### config.mk
export PLATFORM = sky130hd
export DESIGN_NAME = synapse_drive_flat
export DESIGN_NICKNAME = d
export VERILOG_FILES = /design/src/rtl/snn_pkg.sv /design/src/rtl/synapse_drive_if.sv /design/src/rtl/prio_enc.sv /design/src/rtl/synapse_drive.sv /design/src/flat_wrapper.sv
export SDC_FILE = /design/constraint.sdc
export NUM_CORES = 1
export LEC_CHECK = 0
export ABC_AREA = 1
export BUFFER_PORTS_ARGS = -buffer_cell sky130_fd_sc_hd__buf_2
export CAP_MARGIN = 5
export CORE_ASPECT_RATIO = 1.25
export CORE_MARGIN = 8
export CORE_UTILIZATION = 50
export CTS_BUF_LIST = sky130_fd_sc_hd__clkbuf_4 sky130_fd_sc_hd__clkbuf_8
export DETAILED_ROUTE_END_ITERATION = 8
export PLACE_DENSITY = 0.71
export SYNTH_ARGS = -nofsm -noshare
export SYNTH_HDL_FRONTEND = slang
export SYNTH_SLANG_ARGS = --single-unit
### constraint.sdc
create_clock -name clk -period 3.5 [get_ports clk]
set_clock_uncertainty 0.05 [all_clocks]
set_input_delay 0.35 -clock clk [delete_from_list [all_inputs] [get_ports clk]]
set_output_delay 0.35 -clock clk [all_outputs]
set_load 0.01 [all_outputs]
### src/rtl/snn_pkg.sv
// Shared types and arithmetic helpers for the spike/current neuron pair.
//  - snn_state_e : front-end sequencer states
//  - cur_t       : CUR_W-bit synaptic current word
//  - sat_add     : saturating accumulate of a weight into the current
//  - decay_step  : one exponential decay step that always converges to 0
package snn_pkg;

    localparam int unsigned CUR_W   = 8;
    localparam logic [CUR_W-1:0] CUR_MAX = 8'hFF;

    typedef enum logic [1:0] {
        IDLE  = 2'd0,
        SCAN  = 2'd1,
        DECAY = 2'd2
    } snn_state_e;

    typedef logic [CUR_W-1:0] cur_t;

    // Add in CUR_W+1 bits and clamp on carry-out.
    function automatic cur_t sat_add(input cur_t a, input cur_t b);
        logic [CUR_W:0] sum;
        sum = {1'b0, a} + {1'b0, b};
        return sum[CUR_W] ? CUR_MAX : sum[CUR_W-1:0];
    endfunction

    // Subtract a >> shift; once that rounds to zero, step by one so the value reaches 0.
    function automatic cur_t decay_step(input cur_t a, input int unsigned shift);
        cur_t d;
        d = a >> shift;
        if (d != '0) begin
            return a - d;
        end
        return a - CUR_W'(a != '0);
    endfunction

endpackage

### src/rtl/synapse_drive_if.sv
// Bus bundle between the spike source / weight programmer and synapse_drive.
//  spike_in  : one-cycle spike pulses, bit i = channel i
//  w_wr_*    : weight write strobe, index, value
//  ovf_clr   : clears the sticky overflow flag
//  current   : synaptic current to the neuron
//  busy      : sequencer active or spikes pending
//  ovf       : sticky lost-spike flag
interface synapse_drive_if #(
    parameter int unsigned N_SYN = 4
);
    import snn_pkg::*;

    localparam int unsigned AW = $clog2(N_SYN);

    logic [N_SYN-1:0] spike_in;
    logic             w_wr_en;
    logic [AW-1:0]    w_wr_addr;
    cur_t             w_wr_data;
    logic             ovf_clr;
    cur_t             current;
    logic             busy;
    logic             ovf;

    modport master (
        output spike_in, w_wr_en, w_wr_addr, w_wr_data, ovf_clr,
        input  current, busy, ovf
    );

    modport slave (
        input  spike_in, w_wr_en, w_wr_addr, w_wr_data, ovf_clr,
        output current, busy, ovf
    );

endinterface

### src/rtl/prio_enc.sv
// Lowest-set-bit finder.
//  req   : request mask
//  idx   : index of the lowest set bit (0 when none)
//  valid : any bit of req set
module prio_enc #(
    parameter int unsigned N  = 4,
    localparam int unsigned IW = $clog2(N)
) (
    input  logic [N-1:0]  req,
    output logic [IW-1:0] idx,
    output logic          valid
);

    always_comb begin
        idx   = '0;
        valid = 1'b0;
        for (int i = 0; i < int'(N); i++) begin
            if (req[i] && !valid) begin
                idx   = IW'(i);
                valid = 1'b1;
            end
        end
    end

endmodule

### src/rtl/synapse_drive.sv
// Spike-to-current front end: each spike on channel i adds weight[i] into a saturating
// accumulator through one shared adder; the accumulator decays on a prescaled tick.
//  clk  : system clock, rising edge
//  rst  : synchronous reset, active-high
//  bus  : synapse_drive_if slave (spikes, weight writes, ovf_clr in; current, busy, ovf out)
module synapse_drive
    import snn_pkg::*;
#(
    parameter int unsigned N_SYN       = 4,
    parameter int unsigned DECAY_DIV   = 16,
    parameter int unsigned DECAY_SHIFT = 3
) (
    input  logic             clk,
    input  logic             rst,
    synapse_drive_if.slave   bus
);

    localparam int unsigned IW = $clog2(N_SYN);
    localparam int unsigned PW = $clog2(DECAY_DIV);

    snn_state_e       state_q, state_d;
    logic [N_SYN-1:0] pending_q, pending_d;
    logic [N_SYN-1:0] clr_bit, hi_mask, pe_req;
    logic [IW-1:0]    idx_q, idx_d, pe_idx;
    logic             pe_valid;
    cur_t             acc_q, acc_d;
    cur_t             weight_q [N_SYN];
    logic [PW-1:0]    presc_q;
    logic             presc_wrap;
    logic             decay_due_q;
    logic             ovf_q, ovf_set;
    logic             busy_q;

    // Pending mask update; a spike landing on a still-pending bit is lost and flagged.
    always_comb begin
        clr_bit   = (state_q == SCAN) ? (N_SYN'(1) << idx_q) : '0;
        pending_d = (pending_q & ~clr_bit) | bus.spike_in;
        ovf_set   = |(bus.spike_in & pending_q & ~clr_bit);
    end

    // Channels strictly above the one being summed; lower late arrivals wait for the next pass.
    always_comb begin
        hi_mask = '0;
        for (int i = 0; i < int'(N_SYN); i++) begin
            hi_mask[i] = (IW'(i) > idx_q);
        end
    end

    // IDLE picks the first channel of a pass; SCAN picks the next one above the current index.
    assign pe_req = (state_q == SCAN) ? (pending_d & hi_mask) : pending_q;

    prio_enc #(.N(N_SYN)) u_prio_enc (
        .req   (pe_req),
        .idx   (pe_idx),
        .valid (pe_valid)
    );

    // Sequencer next-state and accumulator datapath.
    always_comb begin
        state_d = state_q;
        idx_d   = idx_q;
        acc_d   = acc_q;
        unique case (state_q)
            IDLE: begin
                if (decay_due_q) begin
                    state_d = DECAY;
                end else if (pe_valid) begin
                    state_d = SCAN;
                    idx_d   = pe_idx;
                end
            end
            SCAN: begin
                acc_d = sat_add(acc_q, weight_q[idx_q]);
                if (pe_valid) begin
                    idx_d = pe_idx;
                end else begin
                    state_d = IDLE;
                end
            end
            DECAY: begin
                acc_d   = decay_step(acc_q, DECAY_SHIFT);
                state_d = IDLE;
            end
            default: begin
                state_d = IDLE;
            end
        endcase
    end

    assign presc_wrap = (presc_q == PW'(DECAY_DIV - 1));

    // State, mask, accumulator, prescaler and flag registers.
    always_ff @(posedge clk) begin
        if (rst) begin
            state_q     <= IDLE;
            idx_q       <= '0;
            pending_q   <= '0;
            acc_q       <= '0;
            presc_q     <= '0;
            decay_due_q <= 1'b0;
            ovf_q       <= 1'b0;
            busy_q      <= 1'b0;
        end else begin
            state_q   <= state_d;
            idx_q     <= idx_d;
            pending_q <= pending_d;
            acc_q     <= acc_d;
            presc_q   <= presc_wrap ? '0 : presc_q + PW'(1);
            // A new request on the same edge as a decay execution starts the next period.
            if (presc_wrap) begin
                decay_due_q <= 1'b1;
            end else if (state_q == DECAY) begin
                decay_due_q <= 1'b0;
            end
            if (ovf_set) begin
                ovf_q <= 1'b1;
            end else if (bus.ovf_clr) begin
                ovf_q <= 1'b0;
            end
            busy_q <= (state_d != IDLE) || (pending_d != '0);
        end
    end

    // Weight flop array; indices with no matching entry are dropped.
    always_ff @(posedge clk) begin
        if (rst) begin
            for (int i = 0; i < int'(N_SYN); i++) begin
                weight_q[i] <= '0;
            end
        end else begin
            for (int i = 0; i < int'(N_SYN); i++) begin
                if (bus.w_wr_en && (bus.w_wr_addr == IW'(i))) begin
                    weight_q[i] <= bus.w_wr_data;
                end
            end
        end
    end

    assign bus.current = acc_q;
    assign bus.busy    = busy_q;
    assign bus.ovf     = ovf_q;

endmodule

### src/flat_wrapper.sv
// flat-port wrapper written by rule: the top's interface ports become plain ports
module synapse_drive_flat import snn_pkg::*;
#(
    parameter int unsigned N_SYN       = 4,
    parameter int unsigned DECAY_DIV   = 16,
    parameter int unsigned DECAY_SHIFT = 3
)
  (clk, rst, bus_spike_in, bus_w_wr_en, bus_w_wr_addr, bus_w_wr_data, bus_ovf_clr, bus_current, bus_busy, bus_ovf);
  synapse_drive_if #(.N_SYN(N_SYN)) bus_i ();
  input  logic clk;
  input  logic rst;
  input wire logic [$bits(bus_i.spike_in)-1:0] bus_spike_in;
  input wire logic [$bits(bus_i.w_wr_en)-1:0] bus_w_wr_en;
  input wire logic [$bits(bus_i.w_wr_addr)-1:0] bus_w_wr_addr;
  input wire logic [$bits(bus_i.w_wr_data)-1:0] bus_w_wr_data;
  input wire logic [$bits(bus_i.ovf_clr)-1:0] bus_ovf_clr;
  output wire logic [$bits(bus_i.current)-1:0] bus_current;
  output wire logic [$bits(bus_i.busy)-1:0] bus_busy;
  output wire logic [$bits(bus_i.ovf)-1:0] bus_ovf;
  assign bus_i.spike_in = bus_spike_in;
  assign bus_i.w_wr_en = bus_w_wr_en;
  assign bus_i.w_wr_addr = bus_w_wr_addr;
  assign bus_i.w_wr_data = bus_w_wr_data;
  assign bus_i.ovf_clr = bus_ovf_clr;
  assign bus_current = bus_i.current;
  assign bus_busy = bus_i.busy;
  assign bus_ovf = bus_i.ovf;
  synapse_drive #(.N_SYN(N_SYN), .DECAY_DIV(DECAY_DIV), .DECAY_SHIFT(DECAY_SHIFT)) u_core (.clk(clk), .rst(rst), .bus(bus_i));
endmodule
# --- Word-level counts from Yosys, hierarchy flattened ---
# Memories as Yosys holds them, arrays and structs flattened. A register that Yosys moved wholly into a read port is not among the register bits.
# Index checks and enable logic that the tools add are counted.
totals:
  ff_bits: 23
  ramBits: 32
  inputBits: 18
  output_inout_bits: 10
  elab_cells: 105
  mem_count: 1
classes:
  addsub: 4
  magnitude_cmp: 4
  eq_ne: 7
  n_shift: 1
  n_mux: 46
  bitwise: 10
  n_reduce_logical: 24
memory_table:
  columns: ["memory", "words", "width", "read_ports", "rd_ports_with_merged_regs", "wr", "line_no", "rtl"]
  rows:
  - ["u_core.weight_q", 4, 8, 1, 1, 4, "synapse_drive.sv:27", "cur_t weight_q [N_SYN];"]
ops:
  columns: ["op", "count"]
  rows:
  - ["8-bit two-way mux", 7]
  - ["1-bit two-way mux", 25]
  - ["2-bit two-way mux", 9]
  - ["4-bit AND", 4]
  - ["8-bit case mux with 2 select lines", 1]
  - ["8-bit nonzero test", 2]
  - ["2-bit nonzero test", 5]
  - ["8-bit by 8-bit adder with 9-bit output", 1]
  - ["4-bit two-way mux", 2]
  - ["2-bit case mux with 2 select lines", 2]
  - ["8-bit by 1-bit subtractor with 8-bit output", 1]
  - ["8-bit by 5-bit subtractor with 8-bit output", 1]
  - ["1-bit logical AND", 7]
  - ["2-bit equality test (second input constant)", 3]
  - ["4-bit by 1-bit adder with 4-bit output (second input constant)", 1]
  - ["2-bit by 1-bit equality test with 1-bit output (second input constant)", 2]
  - ["4-bit equality test (second input constant)", 1]
  - ["1-bit by 2-bit greater-than comparator with 1-bit output (first input constant)", 2]
  - ["2-bit greater-than comparator (first input constant)", 2]
  - ["2-bit zero test", 2]
  - ["4-bit NOT", 1]
  - ["1-bit bitwise OR", 4]
  - ["4-bit bitwise OR", 1]
  - ["4-bit nonzero test", 1]
  - ["other kinds (7)", 9]

# --- Depth between registers and ports, before layout ---
depth:
  word_depth: 22
  mapped_depth: 16
  depth_no_buf: 15

# --- Modules after synthesis ---
# From an unflattened synthesis, not the netlist that was laid out.
unflattened:
  hier_cells: 411
  area_unflattened_um2: 3233.1
by_module_without_submodules:
  columns: ["mod", "n_inst", "cells_each", "area_each_um2", "seq_area_each_um2"]
  rows:
  - ["synapse_drive", 1, 402, 3184.3, 1461.4]
  - ["prio_enc", 1, 9, 48.8, 0.0]

# --- Worst setup path after synthesis ---
# OpenSTA, ideal clock, no wires.
synth_path:
  path_type: "reg-to-reg"
  start: "register with a tool-made name"
  end: "register u_core.acc_q[6], in the netlist u_core.bus.current[6]"
  setup_ns: 0.132
  arrival_ns: 2.251
  required_time_ns: 3.318
  setup_slack_ns: 1.067
  path_stages_with_launch: 15
  path_buffers: 2
  period_less_slack_ns: 2.433
  cell_sequence: "dfxtp_1 -> clkbuf_1 -> inv_1 -> clkbuf_1 -> nor2_1 -> o22ai_1 -> ha_1 -> inv_1 -> fa_1 -> o21ai_2 -> nand2_1 -> nand3_1 -> nand4_1 -> nand3_1 -> a21oi_1"
synth_rtl:
  columns: ["item", "line_no", "rtl"]
  rows:
  - ["to (signal assigned)", "synapse_drive.sv:98", "acc_q <= '0;"]
  - ["to (signal assigned)", "synapse_drive.sv:107", "acc_q <= acc_d;"]
  - ["to (decl)", "synapse_drive.sv:26", "cur_t acc_q, acc_d;"]

==> metrics.md <==
| Metric | Value |
|---|---|
| Run status | `completed` |
| Ratio of total power to cell area | `734 nW/um^2` |
| Arrival @ worst endpoint | `2860 ps` |
| Wire length of the first global-routing pass | `11400 microns` |
| Max-Slew Margin vs Limit | `70.3%` |
| Via count of the first global-routing pass | `2651` |
| Path category of the worst min-delay check | `in2reg` |
| Global-route total usage across every layer | `15.6%` |
| Total length of routed wires | `6460 microns` |
| Simple logic cell fraction of the synthesized area | `25.6%` |
| Critical path data required time | `3690 ps` |
| Post-detailed-route count of antenna-violating nets | `0` |
| Y dimension of the die | `105 microns` |
| Count of placed standard cells including taps | `503` |
| Count of input and output buffers | `27` |
| Clock Sink Count | `57` |
| Final setup violation count | `0` |
| CTS Buf Count | `9` |
| First-iteration detailed-routing DRC count | `130` |
| CTS HTree Levels | `3` |
| Count of yosys warnings during synthesis | `0` |
| Avg WL per Cell | `12.4 microns` |
| Dominant combinational cell family by area after synthesis | `simple AND/OR/NAND/NOR gates` |
| CP endpoint kind | `register` |
| Count of boundary I/O pins | `28` |
| Slowest stage cell on the critical path | `sky130_fd_sc_hd__dfxtp_1` |
| Initial DRT Pass Iterations | `4` |
| Worst-skew pair later-pin latency | `340 ps` |
| Adder and majority cell fraction of the synthesized area | `7.50%` |
| Final-layout setup total negative slack | `0 ps` |
| Yosys top cell area share | `30.0%` |
| Layout-stage area growth over the synthesis result | `14.9%` |
| Most common cell after layout, fill and taps aside | `sky130_fd_sc_hd__nand2_1` |
| Post-CTS Repair Setup Buffers | `0` |
| Standard-cell row count | `32` |
| Library cell occupying the most area in the post-synthesis netlist | `sky130_fd_sc_hd__edfxtp_1` |
| Syn Area/Cell | `8.03 sq um` |
| Post-CTS Hold Fix Bufs | `0` |
| Period utilization | `76.2%` |
| Core outline area | `6210 sq um` |
| Worst-Margin Slew | `445 ps` |
| Share of final-layout standard cells stronger than drive strength 1 | `14.1%` |
| Maximum clock frequency | `375 MHz` |
| Global-route congestion overflow total | `0` |
| Count of instances resized after the clock tree is built | `0` |
| Final slew viol count | `0` |
| Cell at the root of the clock tree | `sky130_fd_sc_hd__clkbuf_8` |
| Synth area leaders | `sky130_fd_sc_hd__edfxtp_1 (30%), sky130_fd_sc_hd__dfxtp_1 (16%), sky130_fd_sc_hd__nand2_1 (7.9%), sky130_fd_sc_hd__nor2_1 (6.9%), sky130_fd_sc_hd__nand3_1 (6.6%)` |
| Most common cell on crit path | `sky130_fd_sc_hd__inv_1` |
| Min cycle time layout | `2670 ps` |
| DRC violations left | `0` |
| Maximum count of clock buffers along a single path | `2` |
| Initial cell density of the core | `51.6%` |
| Post-synthesis share of cell area spent on xor and xnor gates | `1.91%` |
| Mux cell area share after synthesis | `0%` |
| Sum of net half-perimeters after detailed placement | `4960 microns` |
| Flops & latches, synth | `57` |
| Number of antenna violations at the first check in global routing | `0` |
| Pin count of the biggest net entering global routing | `21` |
| Gate family responsible for the most delay along the worst path | `compound AO/OA/AOI/OAI gates` |
| Finished layout cell area | `3680 sq um` |
| Worst path cell trace | `inv_1, o21ai_0, o22ai_1, ha_1, inv_1, fa_1, o21ai_2, a21oi_2, nand3_1, nand2_1, nand3_1, nand2_1, inv_1` |
| Die W | `87.6 microns` |
| Synth Cell Area | `3200 sq um` |
| Fill cell total of the finished layout | `559` |
| TritonCTS clock tree | `done` |
| Leakage dissipation | `1.67 nW` |
| Category of the most critical setup path | `reg2reg` |
| Share of the yosys chip area belonging to registers | `45.6%` |
| Per-cell via count in the routed design | `5.08` |
| Synth Instances | `399` |
| Routability Congestion | `0.814` |
| Placed instance area | `3410 sq um` |
| Count of endpoints failing hold in the final timing report | `0` |
| Clock-pin slew on the worst setup and hold paths | `70 ps` |
| Maximum ir drop on the vdd rail | `0.343 mV` |
| Number of nets in the layout | `465` |
| Number of cells in the finished layout apart from fillers | `519` |
| Post-synthesis cell type count | `32` |
| Number of maximum-capacitance violations | `0` |
| Critical Path Fanout Max | `17` |
| Routed via count | `2638` |
| Die area | `9240 sq um` |
| Compound-gate portion of the synthesized area | `12.2%` |
| Setup repair after global routing missed its margin | `false` |
| Number of buffers and inverters on the critical path | `3` |
| Most frequent cells in the layout | `sky130_fd_sc_hd__nand2_1 (67), sky130_fd_sc_hd__nor2_1 (59), sky130_fd_sc_hd__inv_1 (48), sky130_fd_sc_hd__nand3_1 (42), sky130_fd_sc_hd__edfxtp_1 (32)` |
| Number of antenna repair diodes | `0` |
| Delay of the slowest critical-path stage | `590 ps` |
| Setup crit start kind | `register` |
| Total nets after synthesis | `435` |
## area by class of cell
class	count	area, sq um	share of cell area [%]
Multi-Input combinational cell	281	1510	41.1
Sequential cell	57	1460	39.7
Inverter	53	199	5.40
Clock inverter	7	143	3.87
Timing Repair Buffer	27	135	3.67
Clock buffer	9	124	3.37
Tap cell	85	106	2.89
## worst reg2reg max path, delay by kind of cell, from the launching register on
kind,cells,cell delay (ps)
DFF,1,590
adders and majority gates,2,440
and+or+nand+nor,4,320
AOI/OAI and AO/OA,4,740
buffers and inverters,3,420
## routing by layer
layer	global-route usage, %	share of wire [%]
met2	26.9	50
met4	7.03	1.6
met3	4.35	4.0
met5	0	0
met1	17.1	44
## Yosys cell counts
library cell,instances
sky130_fd_sc_hd__xnor2_1,5
sky130_fd_sc_hd__or2_1,1
sky130_fd_sc_hd__inv_2,3
sky130_fd_sc_hd__a21oi_1,26
sky130_fd_sc_hd__o211ai_2,1
sky130_fd_sc_hd__nor2_1,59
sky130_fd_sc_hd__a21oi_2,3
sky130_fd_sc_hd__nand3_1,42
sky130_fd_sc_hd__ha_1,16
sky130_fd_sc_hd__nand2_1,67
sky130_fd_sc_hd__fa_1,2
sky130_fd_sc_hd__edfxtp_1,32
sky130_fd_sc_hd__nor2_4,1
sky130_fd_sc_hd__o21ai_1,4
sky130_fd_sc_hd__dfxtp_1,25
sky130_fd_sc_hd__or2_2,1
sky130_fd_sc_hd__clkinv_1,2
sky130_fd_sc_hd__o21a_1,1
sky130_fd_sc_hd__o22ai_1,7
sky130_fd_sc_hd__buf_1,1
sky130_fd_sc_hd__clkbuf_1,7
sky130_fd_sc_hd__o21ai_0,17
sky130_fd_sc_hd__nand2_2,4
sky130_fd_sc_hd__xor2_1,2
sky130_fd_sc_hd__o221ai_1,1
sky130_fd_sc_hd__o2111ai_1,1
sky130_fd_sc_hd__o21ai_2,2
sky130_fd_sc_hd__inv_1,48
sky130_fd_sc_hd__nand4_1,11
sky130_fd_sc_hd__nor2_2,3
sky130_fd_sc_hd__o211ai_1,3
sky130_fd_sc_hd__a32oi_1,1
## registers in the layout, summed over array words and instances, names as in the netlist, named ones only
| signal | cells |
|---|---|
| u_core.bus.busy | 1 |
| u_core.bus.current | 8 |
| u_core.bus.ovf | 1 |
| u_core.decay_due_q | 1 |
| u_core.idx_q | 2 |
| u_core.pending_q | 4 |
| u_core.presc_q | 4 |
| u_core.state_q | 2 |
| u_core.weight_q | 32 |
## report_power, final
group | internal [mW] | switching [mW]
logic | 0.405 | 0.620
registers | 0.786 | 0.0833
clock network | 0.545 | 0.264
## final timing paths
check	to	from	cells past startpoint	slack, ps
worst min register to register	u_core.presc_q[0]	u_core.presc_q[0]	1	400
worst min-delay path	u_core.pending_q[0]	bus_spike_in[0]	3	240
worst max-delay path	u_core.bus.current[5]	register	13	830
worst max register to register	u_core.bus.current[5]	register	13	830
## stage by stage
stage / utilization, % / setup WS, ps / power, mW / hold WS [ps]
3_3_place_gp: 55.0 / 948 / 1.88 / 382
4_1_cts: 59.3 / 840 / 2.72 / 218
6_report: 59.3 / 832 / 2.70 / 237
2_1_floorplan: - / 1070 / 1.68 / 368
3_5_place_dp: 55.0 / 849 / 1.90 / 397
5_1_grt: 59.3 / 483 / 2.92 / 242
## cells by family (layout without fill, tap and decap cells)
logic type	Yosys count	count (layout)
AOI/OAI and AO/OA	67	67
xor gates and xnor gates	7	7
adders and majority gates	18	18
buffers and inverters	61	96
DFF	57	57
and+or+nand+nor	189	189
No activity file was read; power rests on OpenSTA's default activity.
